[src/rtl/seg7_pkg.sv]
// Shared definitions for the 7-segment display path: active-low decode
// patterns (bit 7 = dp, held off), "all off" codes and the digit index type.
package seg7_pkg;

   localparam logic [7:0] SEG_0   = 8'hC0;
   localparam logic [7:0] SEG_1   = 8'hF9;
   localparam logic [7:0] SEG_2   = 8'hA4;
   localparam logic [7:0] SEG_3   = 8'hB0;
   localparam logic [7:0] SEG_4   = 8'h99;
   localparam logic [7:0] SEG_5   = 8'h92;
   localparam logic [7:0] SEG_6   = 8'h82;
   localparam logic [7:0] SEG_7   = 8'hF8;
   localparam logic [7:0] SEG_8   = 8'h80;
   localparam logic [7:0] SEG_9   = 8'h90;
   localparam logic [7:0] SEG_A   = 8'h88;
   localparam logic [7:0] SEG_B   = 8'h83;
   localparam logic [7:0] SEG_C   = 8'hC6;
   localparam logic [7:0] SEG_D   = 8'hA1;
   localparam logic [7:0] SEG_E   = 8'h86;
   localparam logic [7:0] SEG_F   = 8'h8E;

   localparam logic [7:0] SEG_OFF = 8'hFF;
   localparam logic [3:0] AN_OFF  = 4'hF;

   typedef logic [1:0] digit_idx_t;

endpackage

[src/rtl/hex7seg_decode.sv]
// Combinational hex nibble to active-low {g,f,e,d,c,b,a} segment pattern.
module hex7seg_decode
   import seg7_pkg::*;
(
   input  logic [3:0] nibble,
   output logic [6:0] seg
);

   // Table lookup of the segment pattern for one hex digit.
   always_comb begin
      seg = SEG_0[6:0];
      case (nibble)
         4'h0: seg = SEG_0[6:0];
         4'h1: seg = SEG_1[6:0];
         4'h2: seg = SEG_2[6:0];
         4'h3: seg = SEG_3[6:0];
         4'h4: seg = SEG_4[6:0];
         4'h5: seg = SEG_5[6:0];
         4'h6: seg = SEG_6[6:0];
         4'h7: seg = SEG_7[6:0];
         4'h8: seg = SEG_8[6:0];
         4'h9: seg = SEG_9[6:0];
         4'hA: seg = SEG_A[6:0];
         4'hB: seg = SEG_B[6:0];
         4'hC: seg = SEG_C[6:0];
         4'hD: seg = SEG_D[6:0];
         4'hE: seg = SEG_E[6:0];
         default: seg = SEG_F[6:0];
      endcase
   end

endmodule

[src/rtl/seg7_scan_driver.sv]
// Time-multiplexed scan driver for a 4-digit common-anode 7-segment display.
// Inputs are captured into shadow registers only at the end of a frame so the
// displayed number never tears. Outputs are registered, one cycle behind idx.
// Optional build macro SEG7_LEADING_ZERO_BLANK_EN: blank leading zero digits
// 3..1 (a digit with its dp set is never blanked this way; digit 0 always shows).
module seg7_scan_driver
   import seg7_pkg::*;
#(
   parameter int REFRESH_DIV = 100000
) (
   input  logic        clk,
   input  logic        rst,
   input  logic [15:0] value_i,
   input  logic [3:0]  dp_i,
   input  logic [3:0]  blank_i,
   output logic [7:0]  SEGMENT,
   output logic [3:0]  AN
);

   localparam int CNT_W = (REFRESH_DIV > 1) ? $clog2(REFRESH_DIV) : 1;

   logic [CNT_W-1:0] cnt;
   digit_idx_t       idx;
   logic [15:0]      sh_value;
   logic [3:0]       sh_dp;
   logic [3:0]       sh_blank;
   logic             tick;
   logic             frame_end;
   logic [3:0]       nibble;
   logic [6:0]       seg_pat;
   logic [3:0]       load_blank;

   assign tick      = (cnt == CNT_W'(REFRESH_DIV - 1));
   assign frame_end = tick && (idx == 2'd3);

   // Select the shadow nibble for the digit currently being scanned.
   always_comb begin
      nibble = sh_value[3:0];
      case (idx)
         2'd0: nibble = sh_value[3:0];
         2'd1: nibble = sh_value[7:4];
         2'd2: nibble = sh_value[11:8];
         default: nibble = sh_value[15:12];
      endcase
   end

   hex7seg_decode u_decode (
      .nibble (nibble),
      .seg    (seg_pat)
   );

   // Blank mask to capture at the frame boundary, including leading-zero suppression.
   always_comb begin
      load_blank = blank_i;
`ifdef SEG7_LEADING_ZERO_BLANK_EN
      if ((value_i[15:12] == 4'h0)  && !dp_i[3]) load_blank[3] = 1'b1;
      if ((value_i[15:8]  == 8'h00) && !dp_i[2]) load_blank[2] = 1'b1;
      if ((value_i[15:4]  == 12'h0) && !dp_i[1]) load_blank[1] = 1'b1;
`endif
   end

   // Prescaler and digit index: each digit stays selected for REFRESH_DIV cycles.
   always_ff @(posedge clk) begin
      if (rst) begin
         cnt <= '0;
         idx <= 2'd0;
      end else if (tick) begin
         cnt <= '0;
         idx <= idx + 2'd1;
      end else begin
         cnt <= cnt + CNT_W'(1);
      end
   end

   // Shadow registers load only on the last cycle of a frame.
   always_ff @(posedge clk) begin
      if (rst) begin
         sh_value <= 16'h0000;
         sh_dp    <= 4'h0;
         sh_blank <= 4'hF;
      end else if (frame_end) begin
         sh_value <= value_i;
         sh_dp    <= dp_i;
         sh_blank <= load_blank;
      end
   end

   // Registered anode and segment drive for the selected digit.
   always_ff @(posedge clk) begin
      if (rst) begin
         AN      <= AN_OFF;
         SEGMENT <= SEG_OFF;
      end else if (sh_blank[idx]) begin
         AN      <= AN_OFF;
         SEGMENT <= SEG_OFF;
      end else begin
         AN      <= ~(4'b0001 << idx);
         SEGMENT <= {~sh_dp[idx], seg_pat};
      end
   end

endmodule

[config.mk]
export PLATFORM = sky130hd
export DESIGN_NAME = seg7_scan_driver
export DESIGN_NICKNAME = d
export VERILOG_FILES = /design/src/rtl/seg7_pkg.sv /design/src/rtl/hex7seg_decode.sv /design/src/rtl/seg7_scan_driver.sv
export SDC_FILE = /design/constraint.sdc
export NUM_CORES = 1
export LEC_CHECK = 0
export BUFFER_PORTS_ARGS = -buffer_cell sky130_fd_sc_hd__buf_2
export CAP_MARGIN = 10
export CORE_MARGIN = 2
export CORE_UTILIZATION = 30
export CTS_CLUSTER_SIZE = 20
export DETAILED_ROUTE_END_ITERATION = 10
export SYNTH_ARGS = -nofsm -noshare
export SYNTH_HDL_FRONTEND = slang
export SYNTH_SLANG_ARGS = --single-unit
[constraint.sdc]
create_clock -name clk -period 5.6 [get_ports clk]
set_clock_uncertainty 0.1 [all_clocks]
set_input_delay 0.56 -clock clk [delete_from_list [all_inputs] [get_ports clk]]
set_output_delay 0.56 -clock clk [all_outputs]
set_load 0.01 [all_outputs]
### After elaboration in Yosys (flattened, before gate mapping)

Memory sizes are Yosys's and may differ from the RTL's. A register that Yosys moved wholly into a read port is not among the register bits.
Cells that the tools add are included.

* reduce and logical (&&, ||, !) cells: 4
* shift-type cells: 1
* $add $sub $neg: 2
* bitwise operators: 2
* equal/unequal tests: 4
* magnitude comparators: 1
* muxes and demuxes: 5

Operator list (count)
* $add A17 B1 Y17 const B: 1
* $eq A17 B17 Y1 const B: 1
* $pmux W4 S3: 1
* $bmux W1 S2: 2
* $eq A2 B2 Y1 const B: 2
* $not A4 Y4: 1
* $reduce_or A2 Y1: 2
* $shl A1 B2 Y4 const A: 1
* $lt A2 B3 Y1 const B: 1
* $add A2 B1 Y2 const B: 1
* $eq A2 B1 Y1 const B: 1
* $logic_not A2 Y1: 1
* $mux W1: 2
* $logic_and A1 B1 Y1: 1
* $not A1 Y1: 1

* memory bits (read-only): 112
* memories kept: 1
* input bits: 26
* word-level logic and storage cells: 27
* output and inout bits: 12
* bits in registers: 55

Memory list
* (no name shown): depth 16, width 7, read ports 1, clocked after Yosys merged registers in 1, write ports 0, line hex7seg_decode.sv:12 `case (nibble)`

### Depth between registers and ports, before layout

* depth after elaboration: 3
* mapped depth: 10
* depth with buffers taken out: 10

### Modules after synthesis

From an unflattened synthesis, not the netlist that was laid out.

* cell total of the unflattened synthesis: 281
* area total of the unflattened synthesis: 2761.4 µm²

By module, submodules not included
* seg7_scan_driver: seq. area each 1101.1 µm², area each 2486.1 µm², times used 1, cells an instance 249
* hex7seg_decode: seq. area each 0.0 µm², area each 275.3 µm², times used 1, cells an instance 32

### Worst setup path after synthesis

No wires, ideal clock.

* kind: reg-to-reg
* from: reg idx[0]
* to: reg SEGMENT[3]
* path buffers: 0
* path slack: 3.346 ns
* library setup time: 0.137 ns
* required time: 5.363 ns
* arrival: 2.018 ns
* stages on the path, launching flop included: 10
* period minus slack after synthesis: 2.254 ns
* cells stage by stage: dfxtp_1 -> ha_1 -> inv_1 -> mux2i_1 -> inv_1 -> ha_1 -> inv_1 -> a211oi_1 -> a2111oi_2 -> a31oi_1

* cells in the longest elaborated chain, start to end: 3
* elaborated cells on any way between the ends: 7
* those cells by class: eq/ne (2); mux (3); reduce/logical (2)

RTL lines
* from (decl): line seg7_scan_driver.sv:23 `digit_idx_t idx;`
* from (signal assigned): line seg7_scan_driver.sv:69 `idx <= idx + 2'd1;`
* $bmux W1 S2: line seg7_scan_driver.sv:93 `end else if (sh_blank[idx]) begin`
* $mux W1 (not written as such): line seg7_scan_driver.sv:93
* $reduce_or A2 Y1 (no line)
* to (decl): line seg7_scan_driver.sv:16 `output logic [7:0] SEGMENT,`

Parallel ways exist; a longest one is shown, timed or not. The select of a mux whose other input is x is not followed.
A chain may end at the register's enable or synchronous reset.

### Worst setup path in the final report

Ends and elaborated chain as after synthesis.

==> out/results.ini <==
[outcome]
status = complete, no violations

[placement]
place_hpwl_mm = 3.92
place_congestion = 0.755
numPortBuffers = 37

[drt]
drt-initial-drc-count = 71
drc = 0
drt-total-wl_mm = 5.59
vias_per_cell = 5.04
drtAntennaViolNets = 0
first_pass_iters = 4
route.detailed.wl_per_inst_um = 13.6
vias = 2071

[synthesis]
yosys_warnings = 0
synth_area_leader_cell = dfxtp_1
synth_top_area_share_pct = 40.3
ys_seq_area_share_pct = 40.3
syn_area_per_cell_um2 = 9.87
syn-cell-area_um2 = 2740
synth_cell_types = 49
synth.area.top_cells = dfxtp_1, nand4b_1, ha_1
netlist_instances = 277
ys_ff_latch = 55
synth_nets = 315

[cts]
cts_resized = 0
clockBufferDepth = 2
root_buffer = clkbuf_8
cts_hold_buf = 0
numCtsBuffers = 5
cts_tree = built
clkSlewWorstSetupHoldPaths_ns = 0.12
htreeDepth = 2
clock_latency_ns = 0.32
cts_setup_buffers = 0
numClockSinks = 55

[cells_and_area]
layout-drive-gt1-share_pct = 23.1
layout_common_cells = dfxtp_1, buf_2, nor2_1
nets = 340
seqCellArea_um2 = 1100
nFillCells = 900
antenna_cells = 0
multiInputGateArea_um2 = 1460
final_common_cell = dfxtp_1
syn_to_final_growth_pct = 10.4

[sta]
rsz0062_at_grt = false
whs_ns = 0.344
period_minus_slack_ns = 2.68
timing.final.crit_share_pct = 47.8
tightest_slew_ns = 0.851
hold_viol_final = 0
setup_viol = 0
slew-limit-headroom_pct = 43.3
fin_tns_setup_ns = 0
max_freq_ghz = 0.373
slew_viol_final = 0

[min_path]
hold_path.class = register to register
hold_end = cnt[0]
hp-start = cnt[0]
hold_depth = 1

[grt]
grt_util_all_layers_pct = 11.6
grt_pass1_vias = 2054
grt_max_degree = 56
grt_first_pass_wirelength_mm = 9.51
grt_overflow = 0
antenna_found_initial = 0

[critical_path]
cp.required_ns = 5.66
critical_path.cell_chain = inv_1 > ha_1 > a222oi_1 > a21oi_1 > ha_1 > inv_1 > a211oi_1 > a2111oi_2 > a31oi_1
r2r_end = SEGMENT[3]
path_delay_family = compound AO/OA/AOI/OAI gates
start_kind = register
path_class = register to register
crit_cells = 9
cpPeakStageDelay_ns = 0.55
end_kind = register
reg2reg_setup_slack_ns = 2.92
crit_path_top_delay_cell = dfxtp_1
worstPathArrival_ns = 2.74
cp_max_fo = 7
r2r_cells = 9
r2r-start = idx[0]
crit_buf_inv = 2

[die]
coreArea_um2 = 8760
pin_count = 38
die_area_um2 = 9900
initial_utilization_pct = 31.2
num_rows = 34
die_w_um = 99.5
die_y_um = 99.5

[power_and_ir_drop]
p_total_mw = 0.648
peakVddDrop_mv = 0.120
p_leak_nw = 1.04
power_density_nw_per_um2 = 214

[run]
drv_cap = 0

## metrics by stage
step | instance area, µm² | utilization (%) | setup WS [ns] | cells
6_report | 3020 | 34.5 | 2.92 | 411
3_3_place_gp | 2930 | 33.4 | 2.99 | 403
2_1_floorplan | 2740 | - | 3.35 | 277
4_1_cts | 3020 | 34.5 | 2.92 | 411
5_1_grt | 3020 | 34.5 | 2.61 | 411
3_5_place_dp | 2930 | 33.4 | 2.95 | 403
## per-layer routing
layer,vias to the layer above,track usage [%],part of all wire (%)
met5,-,0,0
met4,0,2.63,0.77
met3,5,2.88,4.2
met2,37,20.8,49
met1,980,14.0,46
li1,1049,-,-
## kinds of logic after synthesis
logic type	synth area share, %
DFF	40.3
AOI/OAI and AO/OA	15.1
muxes	5.67
buffers and inverters	6.36
adders and majority gates	5.49
xor gates and xnor gates	3.52
and+or+nand+nor	23.6
## synthesized netlist by cell type, drive strengths merged
library cell	number
inv	12
xor2	8
or2	3
a21oi	9
and2	2
nor4	2
a2111oi	1
mux2i	11
a211oi	2
nand2b	18
nand2	12
nor2b	2
nand4	5
and4	2
or4	5
a222oi	3
nor4b	2
o221ai	5
o21ai	19
or3	1
a22oi	2
dfxtp	55
and4b	1
a21o	1
mux4	2
and3	2
nand3	4
clkbuf	7
o31ai	7
buf	12
a31oi	1
nor2	23
nand4b	20
ha	12
a22o	1
xnor2	3
## state kept, by name (all words and copies together), names as in the netlist
name      count
AN            4
SEGMENT       8
cnt          17
idx           2
sh_blank      4
sh_dp         4
sh_value     16
## final cells by class
cell class / instances / share of cell area (%)
multi-input cells: 191 / 48.3
repair buffers: 37 / 6.13
clock inverters: 3 / 0.828
flip-flops and latches: 55 / 36.5
inverters: 12 / 1.49
well taps: 108 / 4.47
clock buffers: 5 / 2.28
## how the worst max path moves through the flow
stage	from	to	slack, ns
after global routing	idx[0]	SEGMENT[3]	2.61
final	idx[0]	SEGMENT[3]	2.92
after floorplan	idx[0]	SEGMENT[3]	3.35
after detailed placement	idx[0]	SEGMENT[3]	2.95
after global placement	idx[0]	SEGMENT[3]	2.99
after CTS	idx[0]	SEGMENT[3]	2.92
## power by group
group	total, mW	internal [mW]	leakage [nW]	switching (mW)
clock network	0.229	0.0915	0.0452	0.138
registers	0.394	0.393	0.444	0.00125
logic	0.0244	0.0125	0.553	0.0119
Power figures use the tool's default switching activity.
